==> src/rtl/ifid_skid_fifo.sv <==
// IF/ID elastic buffer: DEPTH-entry circular FIFO with valid/ready on both sides and flush.
// Optional performance counters (stall_cnt, flush_cnt) are enabled by defining IFID_PERF_EN.
module ifid_skid_fifo #(
  parameter int DEPTH   = 2,
  parameter int INSTR_W = 32,
  parameter int ADDR_W  = 32,
  parameter int RSEL_W  = 5
) (
  input  logic                     CLK,
  input  logic                     nRST,
  input  logic                     flush,
  input  logic                     in_valid,
  output logic                     in_ready,
  input  logic [INSTR_W-1:0]       in_instr,
  input  logic [ADDR_W-1:0]        in_jaddr,
  output logic                     out_valid,
  input  logic                     out_ready,
  output logic [INSTR_W-1:0]       out_instr,
  output logic [ADDR_W-1:0]        out_jaddr,
  output logic [RSEL_W-1:0]        out_rsel1,
  output logic [RSEL_W-1:0]        out_rsel2,
  output logic [$clog2(DEPTH):0]   count
`ifdef IFID_PERF_EN
  ,
  output logic [31:0]              stall_cnt,
  output logic [31:0]              flush_cnt
`endif
);

  localparam int PTR_W = $clog2(DEPTH);
  localparam int CNT_W = PTR_W + 1;

  logic [INSTR_W-1:0] r_instr_mem [DEPTH];
  logic [ADDR_W-1:0]  r_jaddr_mem [DEPTH];
  logic [PTR_W-1:0]   r_wr_ptr;
  logic [PTR_W-1:0]   r_rd_ptr;
  logic [CNT_W-1:0]   r_count;

  logic w_in_ready;
  logic w_out_valid;
  logic w_push;
  logic w_pop;
  logic [INSTR_W-1:0] w_head_instr;

  // in_ready looks only at registered occupancy, so a full buffer never passes through
  assign w_in_ready  = (r_count < CNT_W'(DEPTH));
  assign w_out_valid = (r_count != {CNT_W{1'b0}});
  assign w_push      = in_valid & w_in_ready;
  assign w_pop       = w_out_valid & out_ready;

  assign w_head_instr = w_out_valid ? r_instr_mem[r_rd_ptr] : {INSTR_W{1'b0}};

  assign in_ready  = w_in_ready;
  assign out_valid = w_out_valid;
  assign out_instr = w_head_instr;
  assign out_jaddr = w_out_valid ? r_jaddr_mem[r_rd_ptr] : {ADDR_W{1'b0}};
  assign out_rsel1 = RSEL_W'(w_head_instr[25:21]);
  assign out_rsel2 = RSEL_W'(w_head_instr[20:16]);
  assign count     = r_count;

  // Flush outranks push and pop; pointers wrap naturally since DEPTH is a power of two
  always_ff @(posedge CLK or negedge nRST) begin
    if (!nRST) begin
      r_wr_ptr <= {PTR_W{1'b0}};
      r_rd_ptr <= {PTR_W{1'b0}};
      r_count  <= {CNT_W{1'b0}};
      for (int i = 0; i < DEPTH; i++) begin
        r_instr_mem[i] <= {INSTR_W{1'b0}};
        r_jaddr_mem[i] <= {ADDR_W{1'b0}};
      end
    end else if (flush) begin
      r_wr_ptr <= {PTR_W{1'b0}};
      r_rd_ptr <= {PTR_W{1'b0}};
      r_count  <= {CNT_W{1'b0}};
    end else begin
      if (w_push) begin
        r_instr_mem[r_wr_ptr] <= in_instr;
        r_jaddr_mem[r_wr_ptr] <= in_jaddr;
        r_wr_ptr              <= r_wr_ptr + PTR_W'(1);
      end else begin
        r_wr_ptr <= r_wr_ptr;
      end
      if (w_pop) begin
        r_rd_ptr <= r_rd_ptr + PTR_W'(1);
      end else begin
        r_rd_ptr <= r_rd_ptr;
      end
      case ({w_push, w_pop})
        2'b10:   r_count <= r_count + CNT_W'(1);
        2'b01:   r_count <= r_count - CNT_W'(1);
        default: r_count <= r_count;
      endcase
    end
  end

`ifdef IFID_PERF_EN
  logic [31:0] r_stall_cnt;
  logic [31:0] r_flush_cnt;

  // Saturating event counters for fetch back-pressure and pipeline flushes
  always_ff @(posedge CLK or negedge nRST) begin
    if (!nRST) begin
      r_stall_cnt <= 32'h0000_0000;
      r_flush_cnt <= 32'h0000_0000;
    end else begin
      if (in_valid && !w_in_ready && !flush && (r_stall_cnt != 32'hFFFF_FFFF)) begin
        r_stall_cnt <= r_stall_cnt + 32'd1;
      end else begin
        r_stall_cnt <= r_stall_cnt;
      end
      if (flush && (r_flush_cnt != 32'hFFFF_FFFF)) begin
        r_flush_cnt <= r_flush_cnt + 32'd1;
      end else begin
        r_flush_cnt <= r_flush_cnt;
      end
    end
  end

  assign stall_cnt = r_stall_cnt;
  assign flush_cnt = r_flush_cnt;
`endif

endmodule

==> config.mk <==
export PLATFORM = sky130hd
export DESIGN_NAME = ifid_skid_fifo
export DESIGN_NICKNAME = d
export VERILOG_FILES = /design/src/rtl/ifid_skid_fifo.sv
export SDC_FILE = /design/constraint.sdc
export NUM_CORES = 1
export LEC_CHECK = 0
export CORE_ASPECT_RATIO = 0.75
export CORE_MARGIN = 2
export CORE_UTILIZATION = 53
export CTS_CLUSTER_SIZE = 8
export DETAILED_ROUTE_END_ITERATION = 10
export PLACE_DENSITY = 0.93
export SYNTH_ARGS = -nofsm -noshare
export SYNTH_HDL_FRONTEND = slang
export SYNTH_SLANG_ARGS = --single-unit
==> constraint.sdc <==
create_clock -name CLK -period 3.2 [get_ports CLK]
set_input_delay 0.64 -clock CLK [delete_from_list [all_inputs] [get_ports CLK]]
set_output_delay 0.64 -clock CLK [all_outputs]
set_load 0.005 [all_outputs]
=== Word-level counts from Yosys, hierarchy flattened ===
Cells that the tools add are included.

* Word-level logic and storage cells: 46
* Register bits after elaboration: 132
* Bits of input ports: 69

* Bitwise logic cells: 5
* Equality and inequality tests: 2
* Reductions and logical operators: 6
* Order comparisons: 4
* Add/sub/neg operators: 4
* Multiplexer cells: 18

{| class="wikitable"
|+ Operators by type and width
! cell !! number
|-
| $mux W32 || 9
|-
| $bwmux W64 || 2
|-
| $demux W32 S1 || 1
|-
| $reduce_bool A2 Y1 || 3
|-
| $ge A2 B2 Y1 const B || 2
|-
| $mux W1 || 4
|-
| $not A1 Y2 || 2
|-
| $pmux W2 S2 || 1
|-
| $reduce_bool A3 Y1 || 1
|-
| $add A1 B1 Y1 const B || 2
|-
| $add A2 B1 Y2 const B || 1
|-
| $and A1 B1 Y1 || 2
|-
| $eq A2 B1 Y1 const B || 1
|-
| $eq A2 B2 Y1 const B || 1
|-
| $lt A2 B1 Y1 const B || 1
|-
| $lt A2 B2 Y1 const B || 1
|-
| $mux W2 || 1
|-
| $reduce_and A2 Y1 || 1
|-
| $sub A2 B1 Y2 const B || 1
|-
| $logic_and A1 B1 Y1 || 1
|-
| $not A1 Y1 || 1
|}

=== Logic depth before layout (Yosys ltp) ===
Gate-level depths: netlist (run 1).

* Depth in word-level cells: 6
* Gate-level depth with buffers: 5
* Depth with buffers taken out: 3

=== Worst setup path after synthesis (run 1) ===
No wires, ideal clock.

* Path kind: register to output
* Start point: register r_count[1], in the netlist count[1]
* End point: output port out_rsel1[0]
* Arrival: 1.370 ns
* Buffers on the path: 3
* Path slack: 1.190 ns
* Stages on the path, launching flop included: 6
* Path through: dfrtp_1 nor2_1 clkbuf_1 buf_1 nor2_1 buf_4

* Cells in the longest elaborated chain, start to end: 2

{| class="wikitable"
|+ RTL lines
! element !! RTL line !! text
|-
| start, declared || 37 || <nowiki>logic [CNT_W-1:0] r_count;</nowiki>
|-
| start signal, assigned || 66 || <nowiki>r_count <= {CNT_W{1'b0}};</nowiki>
|-
| start signal, assigned || 74 || <nowiki>r_count <= {CNT_W{1'b0}};</nowiki>
|-
| start signal, assigned || 89 || <nowiki>2'b10: r_count <= r_count + CNT_W'(1);</nowiki>
|-
| $reduce_bool A2 Y1 || 47 || <nowiki>assign w_out_valid = (r_count != {CNT_W{1'b0}});</nowiki>
|-
| $mux W32 || 51 || <nowiki>assign w_head_instr = w_out_valid ? r_instr_mem[r_rd_ptr] : {INSTR_W{1'b0}};</nowiki>
|-
| end, declared || 20 || <nowiki>output logic [RSEL_W-1:0] out_rsel1,</nowiki>
|}

No other way between the ends.

=== Worst setup path after layout (run 1) ===
* Start point: register r_rd_ptr
* End point: output port out_jaddr[1]

* Cells in the longest elaborated chain, start to end: 5

{| class="wikitable"
|+ RTL lines
! element !! RTL line !! text
|-
| start, declared || 36 || <nowiki>logic [PTR_W-1:0] r_rd_ptr;</nowiki>
|-
| start signal, assigned || 65 || <nowiki>r_rd_ptr <= {PTR_W{1'b0}};</nowiki>
|-
| start signal, assigned || 73 || <nowiki>r_rd_ptr <= {PTR_W{1'b0}};</nowiki>
|-
| start signal, assigned || 84 || <nowiki>r_rd_ptr <= r_rd_ptr + PTR_W'(1);</nowiki>
|-
| $not A1 Y2 (not written as such) || 56 || <nowiki>assign out_jaddr = w_out_valid ? r_jaddr_mem[r_rd_ptr] : {ADDR_W{1'b0}};</nowiki>
|-
| $mux W32 (not written as such) (3 in series) || 56 ||
|-
| $mux W32 || 56 ||
|-
| end, declared || 19 || <nowiki>output logic [ADDR_W-1:0] out_jaddr,</nowiki>
|}

No other way between the ends. The select of a mux whose other input is x is not followed.

==> run_results.csv, run 1 <==
group,metric,value,unit
final_layout,fin_area,0.00820,mm²
grt,grt_pass1_vias,4237,
synth,synthArstFlopShare,1.00,
setup_path,critical_path_class,"reg -> out",
drt,viasPerCell,5.40,
synth,yosys.cell_count.top_type,"dfrtp_1",
final_layout,drive_gt1_frac,0.290,
drt,drtIter0Drc,131,
timing,tns,0,ns
clock_network,cts-resized-gates,0,
setup_path,cp_data_required_time,2.56,ns
placement,dp_cells,704,
grt,grt_pass1_wl,21.5,mm
timing,fmax,345,MHz
clock_network,root_buffer,"clkbuf_16",
timing,fin_skew,0.00864,ns
synth,ys.flop_type,"dfrtp_1",
synth,ys_top_cells_by_area,"dfrtp_1 (55%), mux2_2 (23%), mux2i_1 (11%), nor2_1 (4.2%), buf_4 (2.0%)",
floorplan,die-width,127,µm
synth,avgSynthCellArea,13.5,µm²
clock_network,cts_max_path_buffers,2,
floorplan,coreArea,0.0110,mm²
final_layout,syn_to_final_growth,36.5,%
final_layout,stdcell_count,736,
synth,synthDistinctLibCells,20,
placement,io_buffers,146,
synth,ys_ff_latch,132,
synth,synth_top_area_frac,0.550,
grt,grt_util_met3,0.0823,
final_layout,fillers,663,
drt,drc,0,
setup_path,rr_worst_depth,4,
synth,synth_common_cells,"dfrtp_1 (132), mux2_2 (124), nor2_1 (67), mux2i_1 (64), buf_4 (16)",
timing,min_period_over_period,0.907,
grt,grt_util_met2,0.407,
drt,wl,13.6,mm
floorplan,fp.dieArea,0.0122,mm²
placement,gp_congestion,0.769,
drt,drtAntennaViolNets,0,
synth,synth_edf_count,0,
floorplan,row_count,33,
clock_network,clk_latency,0.40,ns
setup_path,start_kind,"register",
synth,synth_fp_nets,513,
clock_network,tritoncts,"done",
placement,dpl_cell_area,0.00755,mm²
final_layout,diodes,0,
setup_path,end_kind,"output port",
timing,setup_viol,0,
timing,min_period,2.90,ns
timing,relSlewSlack,0.635,
synth,yosysWarnings,0,
setup_path,cp_max_fo,26,
clock_network,cts_buffers,17,
drt,wl_per_cell,18.4,µm
drt,first_pass_iters,4,
run,drv_cap,0,
pwr,ir_worst_vdd,0.000446,V
timing,worstMarginPinSlew,0.546,ns
clock_network,post_cts_buffers,0,
drt,vias,3978,
setup_path,arrival,2.26,ns
timing,report.final.slew_viol_count,0,
grt,use_met1,0.273,
floorplan,start_util,0.547,
pwr,p_per_area,695,mW/mm²
floorplan,io_pins,147,
timing,rsz0062_at_grt,"no",
clock_network,cts_sinks,132,
pwr,p_leak,0.00330,µW
grt,busiest_layer,"met2",
final_layout,fin_nets,652,
clock_network,htree_num_levels,4,
synth,syn_inst,444,
placement,dp_hpwl,8.89,mm
grt,grtUsageTotal,0.231,
floorplan,fp.dieH,96.2,µm
synth,yosysSeqAreaShare,0.550,
run_status,status,"finished clean",
clock_network,ctsHoldBuffers,0,
grt,antenna_found_initial,0,
grt,overflow,0,
grt,grt_max_degree,65,
synth,synth_area,0.00601,mm²
clock_network,clk_pin_slew_worst_paths,0.06,ns
worst_hold_path,hold_path_class,"in -> async",
timing,finalHoldViolations,0,
synth,synth.largest_area_cell,"dfrtp_1",
==> area by class of cell <==
class,count,area (µm²),area share
Clock inverter,14,209,0.0255
Sequential cell,132,3310,0.403
Multi-Input combinational cell,273,2450,0.299
Clock buffer,18,439,0.0536
Tap cell,140,175,0.0214
Inverter,2,7.51,0.000916
Timing Repair Buffer,157,1600,0.196
==> worst max-delay path: stages, from the launching register on <==
cell,delay [ns]
dfrtp_4,0.74
buf_4,0.32
mux2i_1,0.28
nor2_1,0.06
clkdlybuf4s50_1,0.45
==> layout by cell type (no fill, tap or decap), drive strengths merged <==
cell type | netlist | routed
a21oi | 2 | 2
buf | 35 | 12
bufinv | 0 | 5
clkbuf | 2 | 18
clkdlybuf4s50 | 0 | 145
clkinv | 0 | 5
clkinvlp | 0 | 4
dfrtp | 132 | 132
inv | 2 | 2
mux2 | 129 | 129
mux2i | 64 | 64
nand2 | 1 | 1
nand2b | 2 | 2
nor2 | 67 | 67
nor2b | 2 | 2
nor3 | 1 | 1
nor3b | 1 | 1
o21ai | 2 | 2
xor2 | 2 | 2
==> worst paths after layout <==
path,startpoint,to,slack (ns)
max in group asynchronous,nRST,r_instr_mem[42],2.12
min reg2reg,r_instr_mem[48],r_instr_mem[48],0.50
min,nRST,r_jaddr_mem[45],0.21
max,r_rd_ptr,out_jaddr[1],0.30
min in group CLK,r_instr_mem[48],r_instr_mem[48],0.50
max reg2reg,count[1],r_instr_mem[12],1.24
==> per-layer routing <==
layer,part of all wire,up-vias
met1,0.42,2041
met3,0.062,16
met4,0.012,0
li1,-,1808
met2,0.51,113
met5,0,-
==> power breakdown <==
part	internal (µW)	switching (µW)	total, µW
Combinational	759	429	1190
Clock	1400	706	2100
Sequential	2130	269	2400
==> stage by stage <==
step / total power [µW] / setup WS [ns] / util / hold WS, ns
after floorplan: 3070 / 1.19 / - / 0.344
after global placement: 3500 / 0.679 / 0.687 / 0.468
after detailed placement: 3610 / 0.606 / 0.687 / 0.493
after CTS: 5740 / 0.221 / 0.746 / 0.217
after global routing: 5970 / 0.150 / 0.746 / 0.245
final: 5690 / 0.298 / 0.746 / 0.215
==> flip-flops by register name, indices dropped and copies added (netlist names) <==
name / flops
r_wr_ptr: 1
r_jaddr_mem: 64
r_instr_mem: 64
count: 2
r_rd_ptr: 1
==> cells by family (layout without fill, tap and decap cells) <==
logic type	after synthesis	count (layout)	share of synthesized area
AND/OR/NAND/NOR	74	74	0.0519
AO/OA/AOI/OAI	4	4	0.00333
XOR/XNOR	2	2	0.00292
multiplexers	193	193	0.348
flip-flops	132	132	0.550
buffers and inverters	39	191	0.0435
Power figures use the tool's default switching activity.
==> run 2: changes to the inputs <==
CAP_MARGIN = 40   (was unset)
SETUP_SLACK_MARGIN = 0.3   (was unset)
==> run 2 against run 1 <==
Register-to-register slack got worse by 0.08 ns. Combinational power about the same. Count of clock-buffer cells in the layout unchanged. Hold slack got worse by 0.0019 ns. Flip-flop and latch count unchanged. Largest cell class unchanged.
==> run_results.csv, run 2 (synthesis results as in run 1) <==
group,metric,value,unit
floorplan,fp.dieArea,0.0122,mm²
pwr,ir_worst_vdd,0.000448,V
clock_network,cts_sinks,132,
grt,antenna_found_initial,0,
timing,tns,0,ns
floorplan,die-width,127,µm
grt,grt_pass1_wl,21.6,mm
setup_path,cp_max_fo,32,
drt,wl_per_cell,18.8,µm
floorplan,coreArea,0.0110,mm²
timing,setup_viol,0,
timing,min_period_over_period,0.869,
timing,relSlewSlack,0.668,
grt,grtUsageTotal,0.233,
run,drv_cap,0,
clock_network,tritoncts,"done",
clock_network,ctsHoldBuffers,0,
setup_path,r2r_slack,1.16,ns
final_layout,syn_to_final_growth,36.8,%
placement,io_buffers,146,
setup_path,r2r-end,"r_instr_mem[12]",
clock_network,root_buffer,"clkbuf_16",
worst_hold_path,hold_path_class,"in -> async",
final_layout,drive_gt1_frac,0.293,
final_layout,area.sequential,0.00331,mm²
timing,worstMarginPinSlew,0.499,ns
timing,report.final.slew_viol_count,0,
clock_network,htree_num_levels,4,
setup_path,worstSetupStartpoint,"count[1]",
final_layout,final_cell_mix,"clkdlybuf4s50_1 (145), dfrtp_1 (131), mux2_2 (124), nor2_1 (66), mux2i_1 (64)",
placement,gp_congestion,0.769,
drt,drtIter0Drc,141,
placement,dp_hpwl,8.89,mm
final_layout,fin_nets,654,
drt,wl,13.9,mm
setup_path,arrival,2.14,ns
drt,first_pass_iters,4,
pwr,p_leak,0.00331,µW
floorplan,io_pins,147,
setup_path,rr_worst_depth,4,
floorplan,start_util,0.547,
drt,drtAntennaViolNets,0,
setup_path,setup.worst_path.end,"out_jaddr[24]",
timing,rsz0062_at_grt,"no",
clock_network,clk_pin_slew_worst_paths,0.06,ns
setup_path,cp_data_required_time,2.56,ns
timing,setup_ws,0.419,ns
timing,fmax,360,MHz
floorplan,fp.dieH,96.2,µm
placement,dp_cells,704,
setup_path,critical_path_class,"reg -> out",
drt,viasPerCell,5.44,
setup_path,max_stage_delay,0.51,ns
setup_path,start_kind,"register",
final_layout,stdcell_count,738,
clock_network,clk_latency,0.40,ns
setup_path,crit_path_cell_trace,"nor2_4 -> buf_12 -> nor2_1 -> clkdlybuf4s50_1",
placement,pre_cts_ws,0.606,ns
setup_path,cpMaxStageDelayCell,"dfrtp_1",
run_status,status,"finished clean",
timing,min_period,2.78,ns
final_layout,fillers,659,
grt,overflow,0,
clock_network,cts_buffers,17,
drt,vias,4016,
setup_path,r2r-start,"count[1]",
final_layout,multi_input_area,0.00246,mm²
grt,grt_pass1_vias,4238,
final_layout,diodes,0,
final_layout,final_common_cell,"clkdlybuf4s50_1",
clock_network,cts_max_path_buffers,2,
floorplan,row_count,33,
timing,finalHoldViolations,0,
pwr,p_per_area,694,mW/mm²
clock_network,cts-resized-gates,0,
grt,grt_max_degree,65,
timing,fin_skew,0.00821,ns
setup_path,end_kind,"output port",
drt,drc,0,
[run 2: how the worst min path moves through the flow]
| stage | startpoint | to | slack, ns | cells past startpoint |
|---|---|---|---|---|
| floorplan | nRST | count[0] | 0.34 | 0 |
| global placement | r_instr_mem[41] | r_instr_mem[41] | 0.47 | 1 |
| detailed placement | r_instr_mem[42] | r_instr_mem[42] | 0.49 | 1 |
| CTS | nRST | r_jaddr_mem[14] | 0.22 | 1 |
| global route | nRST | r_jaddr_mem[14] | 0.24 | 1 |
| finish | nRST | r_jaddr_mem[45] | 0.21 | 1 |
[run 2: power breakdown]
group	switching [µW]	internal [µW]	total, µW	leakage, µW
logic	438	761	1200	0.00143
clock network	707	1400	2100	0.000308
registers	265	2130	2400	0.00157
[run 2: metrics by stage]
stage	hold slack [ns]	cell area [µm²]	total power [µW]	util
2_1_floorplan	0.344	6010	3070	-
3_3_place_gp	0.468	7550	3500	0.687
6_report	0.213	8220	5700	0.748
3_5_place_dp	0.493	7550	3610	0.687
4_1_cts	0.217	8210	5750	0.748
5_1_grt	0.245	8220	5970	0.748
[run 2: metal layers]
layer  global-route usage  up-vias  routed length [µm]
li1                     -     1810                   -
met1                0.275     2068                5820
met2                0.409      122                6980
met3               0.0839       16                 912
met4               0.0604        0                 138
met5                    0        -                   0
[run 2: what timing repair did]
| action | 4_1_cts | 5_1_grt |
|---|---|---|
| pin swaps | 1 | 1 |
| endpoints found under the setup margin | 5 | 32 |
| buffers inserted | 1 | 0 |
| gates cloned | 0 | 1 |
[run 2: layout make-up]
cell class | count | share of cell area
Sequential cell | 132 | 0.402
Clock inverter | 14 | 0.0254
Timing Repair Buffer | 158 | 0.197
Tap cell | 140 | 0.0213
Multi-Input combinational cell | 274 | 0.299
Clock buffer | 18 | 0.0534
Inverter | 2 | 0.000914
[run 2: critical path, delay by kind of cell (launching register included)]
family / cells / cell delay (ns)
buffers and inverters: 2 / 0.73
flip-flops: 1 / 0.51
AND/OR/NAND/NOR: 2 / 0.48
